===== src/rtl/common_pkg.sv =====
// -----------------------------------------------------------------------------
// common: basic word types shared across the core.
//   u32              32-bit unsigned word
//   u64              64-bit unsigned word / address
//   RESET_PC_DEFAULT first fetch address after reset unless overridden
// -----------------------------------------------------------------------------
package common;
    typedef logic [31:0] u32;
    typedef logic [63:0] u64;

    localparam u64 RESET_PC_DEFAULT = 64'h8000_0000;
endpackage


===== src/rtl/pipes_pkg.sv =====
// -----------------------------------------------------------------------------
// pipes: types describing the front-end pipeline.
//   fetch_state_e  fetch FSM states
//                    FETCH  request outstanding at pc
//                    HOLD   instruction held toward decode
//                    DRAIN  waiting out a request made stale by a redirect
//   fetch_out_t    fetch -> decode register (valid, pc, raw_instr)
// -----------------------------------------------------------------------------
package pipes;
    import common::*;

    typedef enum logic [1:0] {
        FETCH = 2'd0,
        HOLD  = 2'd1,
        DRAIN = 2'd2
    } fetch_state_e;

    typedef struct packed {
        logic valid;
        u64   pc;
        u32   raw_instr;
    } fetch_out_t;
endpackage


===== src/rtl/fetch_unit.sv =====
// -----------------------------------------------------------------------------
// fetch_unit: single-outstanding instruction fetch with redirect support.
//
// Ports
//   clk             clock, all state on rising edge
//   reset           asynchronous active-high reset
//   ireq_valid      instruction-bus request valid (FETCH, DRAIN)
//   ireq_addr       request address, always word-aligned
//   iresp_data_ok   bus returns data this cycle
//   iresp_data      returned instruction word
//   instr_valid     raw_instr / instr_pc valid toward decode (HOLD only)
//   instr_ready     decode accepts this cycle
//   raw_instr       instruction word for decode
//   instr_pc        address of raw_instr
//   redirect_valid  redirect from a later stage
//   redirect_pc     redirect target, bits [1:0] forced to zero
//
// Handshakes: the bus request holds ireq_valid and ireq_addr stable until a
// cycle with iresp_data_ok, which completes it. Toward decode, an instruction
// transfers in a cycle with instr_valid & instr_ready & !redirect_valid; a
// redirect always wins over acceptance, so the held instruction is dropped.
// -----------------------------------------------------------------------------
module fetch_unit
    import common::*;
    import pipes::*;
#(
    parameter u64 RESET_PC = RESET_PC_DEFAULT
) (
    input  logic        clk,
    input  logic        reset,
    output logic        ireq_valid,
    output logic [63:0] ireq_addr,
    input  logic        iresp_data_ok,
    input  logic [31:0] iresp_data,
    output logic        instr_valid,
    input  logic        instr_ready,
    output logic [31:0] raw_instr,
    output logic [63:0] instr_pc,
    input  logic        redirect_valid,
    input  logic [63:0] redirect_pc
);

    fetch_state_e state_q, state_d;
    u64           pc_q, pc_d;
    u64           target_q, target_d;
    fetch_out_t   out_q, out_d;
    u64           redirect_target;
    logic         fire;
    logic         req;
    logic         unused_low_bits;

    assign redirect_target = {redirect_pc[63:2], 2'b00};
    assign unused_low_bits = ^redirect_pc[1:0];
    assign fire            = out_q.valid & instr_ready & ~redirect_valid;

    always_ff @(posedge clk or posedge reset) begin
        if (reset) begin
            state_q  <= FETCH;
            pc_q     <= RESET_PC;
            target_q <= '0;
            out_q    <= '0;
        end else begin
            state_q  <= state_d;
            pc_q     <= pc_d;
            target_q <= target_d;
            out_q    <= out_d;
        end
    end

    always_comb begin
        state_d  = state_q;
        pc_d     = pc_q;
        target_d = target_q;
        out_d    = out_q;
        req      = 1'b0;
        case (state_q)
            FETCH: begin
                req = 1'b1;
                if (redirect_valid) begin
                    if (iresp_data_ok) begin
                        // Response belongs to the old path; drop it and
                        // start the new path right away.
                        pc_d = redirect_target;
                    end else begin
                        target_d = redirect_target;
                        state_d  = DRAIN;
                    end
                end else if (iresp_data_ok) begin
                    out_d.valid     = 1'b1;
                    out_d.pc        = pc_q;
                    out_d.raw_instr = iresp_data;
                    state_d         = HOLD;
                end
            end
            HOLD: begin
                if (redirect_valid) begin
                    out_d.valid = 1'b0;
                    pc_d        = redirect_target;
                    state_d     = FETCH;
                end else if (fire) begin
                    out_d.valid = 1'b0;
                    pc_d        = pc_q + 64'd4;
                    state_d     = FETCH;
                end
            end
            DRAIN: begin
                // The old request must complete on the bus before a new one
                // can go out; its data is never captured.
                req = 1'b1;
                if (redirect_valid) begin
                    target_d = redirect_target;
                end
                if (iresp_data_ok) begin
                    pc_d    = redirect_valid ? redirect_target : target_q;
                    state_d = FETCH;
                end
            end
            default: begin
                state_d = FETCH;
            end
        endcase
    end

    // Gate with reset so the request drops the moment reset asserts.
    assign ireq_valid  = req & ~reset;
    assign ireq_addr   = pc_q;
    assign instr_valid = out_q.valid;
    assign raw_instr   = out_q.raw_instr;
    assign instr_pc    = out_q.pc;

endmodule


===== config.mk =====
export PLATFORM = sky130hd
export DESIGN_NAME = fetch_unit
export DESIGN_NICKNAME = d
export VERILOG_FILES = /design/src/rtl/common_pkg.sv /design/src/rtl/pipes_pkg.sv /design/src/rtl/fetch_unit.sv
export SDC_FILE = /design/constraint.sdc
export NUM_CORES = 1
export LEC_CHECK = 0
export BUFFER_PORTS_ARGS = -buffer_cell sky130_fd_sc_hd__buf_2
export CELL_PAD_IN_SITES_DETAIL_PLACEMENT = 1
export CELL_PAD_IN_SITES_GLOBAL_PLACEMENT = 2
export CORE_MARGIN = 4
export CORE_UTILIZATION = 34
export CTS_CLUSTER_SIZE = 20
export DETAILED_ROUTE_END_ITERATION = 12
export PLACE_DENSITY = 0.83
export SLEW_MARGIN = 20
export SYNTH_ARGS = -nofsm -noshare
export SYNTH_HDL_FRONTEND = slang
export SYNTH_SLANG_ARGS = --single-unit

===== constraint.sdc =====
create_clock -name clk -period 8.5 [get_ports clk]
set_input_delay 1.275 -clock clk [delete_from_list [all_inputs] [get_ports clk]]
set_output_delay 1.275 -clock clk [all_outputs]
set_load 0.05 [all_outputs]

==> impl_metrics.py, run 1 <==
metrics = {
    "cts": {
        "clk_path_buf_depth": 3,
        "htree_levels": 1,
        "cts_tree": "yes",
        "cts_buffers": 27,
        "cts_resized": 0,
        "clk_latency_ns": 0.54,
        "cts_root_buffer": "clkbuf_16",
        "clkSinkCount": 227,
        "postCtsSetupBuffers": 0,
        "ctsHoldBuffers": 0,
        "clk_pin_slew_worst_paths_ns": 0.06,
    },
    "detailed_routing": {
        "dr_total_vias": 10300,
        "wl_per_cell_um": 21.5,
        "avgViaCountPerCell": 5.63,
        "drt-total-wl_um": 39300,
        "antenna_left": 0,
        "dr.pass1.iters": 5,
        "remaining_drc_errors": 0,
        "initialDrtViolationCount": 584,
    },
    "yosys": {
        "yosysMostFrequentCell": "dfrtp_1",
        "synth_edf_count": 0,
        "synth_top_area_share": 0.485,
        "seq_area_frac_synth": 0.488,
        "avgSynthCellArea_sq_um": 10.3,
        "synth_top_cell_by_area": "dfrtp_1",
        "async_flop_share": 1.00,
        "netlist_top_cells_area": "dfrtp_1 49%, mux2_2 16%, o21ai_0 4.6%",
        "synth_top_family_by_area": "compound AO/OA/AOI/OAI gates",
        "synthXorXnorAreaFrac": 0.00150,
        "synth-simple-area-share": 0.146,
        "synth_mux_area_frac": 0.161,
        "synth_cell_types": 72,
        "synth-seq-cells": 227,
        "ys.flop_type": "dfrtp_1",
        "yosys_warnings": 0,
        "synth_commonest_cells": "226 x dfrtp_1, 167 x mux2_2, 106 x o21ai_0",
        "synth_adder_area_share": 0.00537,
        "synth_cells": 1133,
        "postSynthNetCount": 1239,
        "syn-cell-area_sq_um": 11700,
        "synth_compound_area_frac": 0.165,
    },
    "power": {
        "power_leakage_nw": 6.27,
        "power_mw": 7.17,
        "ir_drop_v": 0.000243,
        "power_density_nw_per_um2": 503,
    },
    "worst_setup_path": {
        "ff2ff_path_depth": 10,
        "worst_r2r_endpoint": "ireq_addr[44]",
        "end_kind": "flop",
        "crit_top_cell": "buf_4",
        "regToRegSetupSlack_ns": 4.72,
        "slowest_delay_ns": 0.60,
        "crit_family": "buffers and inverters",
        "crit_type": "input port to flop",
        "critPathSlowestCell": "buf_4",
        "crit_arrival_ns": 4.77,
        "crit_chain": "buf_2, buf_4, nor2b_2, a2111oi_4, buf_4, nand2_1, a221oi_1, a21oi_1, o221a_2",
        "critPathLaunchType": "input port",
        "crit_buf_inv": 3,
        "path_max_fanout": 55,
        "rr_startpoint": "state_q[0]",
        "crit_required_ns": 8.92,
    },
    "sta": {
        "post-route-period-util": 0.513,
        "hold_viol": 0,
        "tightest_slew_ns": 1.03,
        "skew_ns": 0.0177,
        "setup_violations": 0,
        "rsz0062_at_grt": "false",
        "slew_headroom": 0.304,
        "holdWs_ns": 0.472,
        "fin_crit_ns": 4.36,
        "max_clock_freq_mhz": 230,
        "setup_tns_ns": 0,
        "slew_viol_final": 0,
        "fin_ws_ns": 4.14,
    },
    "min_path": {
        "hold_start": "instr_pc[1]",
        "hold_depth": 2,
        "min_path_type": "flop to flop",
        "min_to": "instr_pc[1]",
    },
    "global_route": {
        "grt_util_all_layers": 0.205,
        "grt_max_degree": 99,
        "grt_pass1_wl_um": 60900,
        "grt_antenna_before_repair": 3,
        "grt_pass1_vias": 10500,
        "grt_overflow": 0,
    },
    "final_layout": {
        "fillCellCount": 3860,
        "fin_nets": 1462,
        "drive_gt1_frac": 0.369,
        "fin_cells": 1826,
        "fin_area_sq_um": 14300,
        "final_core_util": 0.423,
        "area_growth_pct": 22.4,
    },
    "floorplanning": {
        "start_util": 0.346,
        "die-area_sq_um": 37300,
        "pin_count": 263,
        "rows": 67,
        "die_x_um": 193,
        "coreArea_sq_um": 33700,
        "die_h_um": 193,
    },
    "placed_design": {
        "place_congestion": 0.817,
        "dp_slack_ns": 3.60,
        "dpl.hpwl_um": 26700,
        "place_area_sq_um": 13300,
        "port_buffers": 260,
        "place_inst": 1775,
    },
    "status": {
        "outcome": "completed",
    },
    "job": {
        "timing.max_cap.violations": 0,
    },
}
[flip-flops by register name, summed over array words and instances (netlist names)]
register and flops:
instr_pc 64, ireq_addr 64, state_q 2, raw_instr 32, target_q 64, instr_valid 1
[cell families after synthesis]
| family | count (synthesis) |
|---|---|
| compound gates | 293 |
| simple gates | 341 |
| buf+inv | 98 |
| fa+ha+maj | 5 |
| xor+xnor | 2 |
| mux | 167 |
| flops | 227 |
[layer usage]
metal,up-vias,part of all wire,track usage
met3,51,0.054,0.0320
met5,-,0.00031,0
met2,289,0.47,0.333
met4,2,0.020,0.0536
met1,5287,0.45,0.287
li1,4658,-,-
[area by class of cell]
| cell class | count | area [sq um] | share of cell area |
|---|---|---|---|
| diodes | 3 | 7.51 | 0.000527 |
| clock buffers | 35 | 746 | 0.0523 |
| clock inverters | 13 | 173 | 0.0121 |
| inverters | 16 | 67.6 | 0.00474 |
| multi-input cells | 808 | 5600 | 0.392 |
| flip-flops and latches | 227 | 5680 | 0.399 |
| well taps | 448 | 561 | 0.0393 |
| repair buffers | 276 | 1430 | 0.100 |
[worst min-delay path: cells and delay by family, from the launching register on]
family,cells,cell delay [ns]
flops,1,0.33
compound gates,1,0.06
simple gates,1,0.04
[worst max path at each step]
| stage | start | end | slack (ns) | depth (start not counted) |
|---|---|---|---|---|
| after global placement | redirect_valid | ireq_addr[63] | 3.68 | 9 |
| after global routing | redirect_valid | ireq_addr[44] | 3.80 | 9 |
| after CTS | redirect_valid | ireq_addr[44] | 4.18 | 9 |
| after floorplan | reset | instr_pc[0] | 1.01 | 1 |
| after detailed placement | redirect_valid | ireq_addr[44] | 3.60 | 9 |
| final | redirect_valid | ireq_addr[44] | 4.14 | 9 |
[power breakdown]
part	switching, mW	internal, mW	total [mW]
logic	2.67	1.15	3.82
clock network	0.472	0.736	1.21
registers	0.515	1.63	2.14
[cells in the final DEF, fill, tap and decap left out, types with 5 or more instances in the layout]
master       n
mux2_2     167
clkbuf_16   27
nor3_1      22
nand2_1     99
o21ai_1     21
a22o_1      19
inv_1       15
nor2b_1      6
and4_1       7
nor2_1      76
o21ai_0    106
clkinv_2     6
buf_4       15
nand4_1     19
a221oi_1    15
buf_2      260
nand3_1     41
a22oi_1      8
nand2b_1     6
and2_1       6
a311oi_1     5
and3_1      16
nor4_1      13
ha_1         5
a221o_1      7
o211ai_1     5
a21oi_1     39
dfrtp_1    226
a31oi_1     10
a211oi_1     7
or3_1        6
a222oi_1    10
Power figures use the tool's default switching activity.
==> inputs of run 2 (changes only) <==
Settings changed: CORE_UTILIZATION 34 to 31, PLACE_DENSITY 0.83 to 0.8.
Clock period 8.5 ns to 3.95 ns, I/O delays scaled along.
==> impl_metrics.py, run 2 (same netlist as run 1, synthesis figures left out) <==
metrics = {
    "power": {
        "power_density_nw_per_um2": 1070,
        "ir_drop_v": 0.000473,
        "power_leakage_nw": 6.35,
    },
    "worst_setup_path": {
        "end_kind": "output pin",
        "crit_type": "flop to output pin",
        "crit_family": "buffers and inverters",
        "crit_arrival_ns": 2.37,
        "critPathSlowestCell": "buf_4",
        "slowest_delay_ns": 0.50,
        "crit_buf_inv": 3,
        "critPathLaunchType": "flop",
        "crit_top_cell": "nor2_1",
        "crit_required_ns": 3.36,
        "path_max_fanout": 49,
        "crit_chain": "inv_1, ha_1, buf_4, nor2_1, nor2_1, buf_2",
    },
    "sta": {
        "slew_viol_final": 0,
        "max_clock_freq_mhz": 338,
        "skew_ns": 0.0165,
        "rsz0062_at_grt": "false",
        "setup_violations": 0,
        "setup_tns_ns": 0,
        "tightest_slew_ns": 1.07,
        "post-route-period-util": 0.749,
        "hold_viol": 0,
        "fin_crit_ns": 2.96,
        "slew_headroom": 0.285,
        "holdWs_ns": 0.0704,
    },
    "cts": {
        "cts_tree": "yes",
        "clk_latency_ns": 0.55,
        "clk_path_buf_depth": 3,
        "htree_levels": 1,
        "ctsHoldBuffers": 0,
        "clkSinkCount": 227,
        "postCtsSetupBuffers": 0,
        "cts_buffers": 28,
        "cts_root_buffer": "clkbuf_16",
        "cts_resized": 0,
        "clk_pin_slew_worst_paths_ns": 0.06,
    },
    "global_route": {
        "grt_pass1_vias": 10700,
        "grt_overflow": 0,
        "grt_max_degree": 131,
        "grt_util_all_layers": 0.193,
        "grt_antenna_before_repair": 10,
        "grt_pass1_wl_um": 63700,
    },
    "floorplanning": {
        "coreArea_sq_um": 36900,
        "start_util": 0.316,
        "die_h_um": 202,
        "die-area_sq_um": 40700,
        "die_x_um": 202,
        "rows": 70,
        "pin_count": 263,
    },
    "final_layout": {
        "fin_nets": 1475,
        "layout.cells.most_common_list": "260 x buf_2, 226 x dfrtp_1, 167 x mux2_2, 106 x o21ai_0, 99 x nand2_1",
        "area_growth_pct": 23.9,
        "drive_gt1_frac": 0.372,
        "final_common_cell": "buf_2",
    },
    "detailed_routing": {
        "remaining_drc_errors": 0,
        "antenna_left": 0,
        "dr.pass1.iters": 5,
        "wl_per_cell_um": 21.2,
        "initialDrtViolationCount": 556,
        "dr_total_vias": 10200,
        "avgViaCountPerCell": 5.38,
        "drt-total-wl_um": 40200,
    },
    "placed_design": {
        "dpl.hpwl_um": 27600,
        "place_congestion": 0.798,
        "port_buffers": 260,
    },
    "min_path": {
        "min_path_type": "input port to async pin",
    },
    "job": {
        "timing.max_cap.violations": 0,
    },
    "status": {
        "outcome": "completed",
    },
}
==> run 2: layer usage <==
layer  share of wire  up-vias  global-route usage
met2            0.46      254               0.314
met3           0.052       62              0.0355
met4           0.021       14              0.0483
met5          0.0024        -                   0
li1                -     4689                   -
met1            0.46     5187               0.266
==> run 2: layout make-up <==
cell class,instances,area (sq um)
multi-input combinational,808,5590
tap,504,631
sequential,227,5680
inverter,16,63.8
fill,4181,22400
timing repair buffer,288,1540
antenna,2,5.00
clock inverter,9,95.1
clock buffer,43,828
==> run 2: worst paths after layout <==
check	startpoint	endpoint	slack [ns]	cells after the start
max	state_q[0]	ireq_valid	0.99	6
min	reset	target_q[2]	0.07	2
max reg2reg	ireq_addr[32]	ireq_addr[59]	1.02	6
min reg2reg	instr_pc[36]	instr_pc[36]	0.48	2
max in group asynchronous	reset	target_q[27]	2.80	3
min in group clk	iresp_data[3]	raw_instr[3]	0.28	2
==> run 2: power by group <==
part / switching [mW] / total (mW) / internal, mW / leakage (nW)
logic: 5.81 / 8.32 / 2.52 / 3.15
registers: 1.07 / 4.57 / 3.50 / 2.74
clock network: 1.01 / 2.58 / 1.57 / 0.460
total: 7.89 / 15.5 / 7.58 / 6.35
==> run 2: through the flow <==
step / cell area (sq um) / power, mW / setup slack (ns) / instances / utilization
finish: 14400 / 15.5 / 0.990 / 1897 / 0.391
global route: 14400 / 16.5 / 0.734 / 1897 / 0.391
CTS: 14400 / 15.6 / 0.925 / 1895 / 0.391
detailed placement: 13500 / 13.0 / 1.01 / 1843 / 0.366
global placement: 13500 / 12.8 / 1.03 / 1843 / 0.366
floorplan: 11700 / 10.6 / 0.392 / 1133 / -
==> run 2: worst reg2reg max path, cell delays in order, from the launching register on <==
cell     delay [ns]
dfrtp_1        0.54
nand4_1        0.36
nor4_1         0.71
nand4_1        0.45
or3_1          0.47
a21oi_1        0.15
o221a_1        0.18
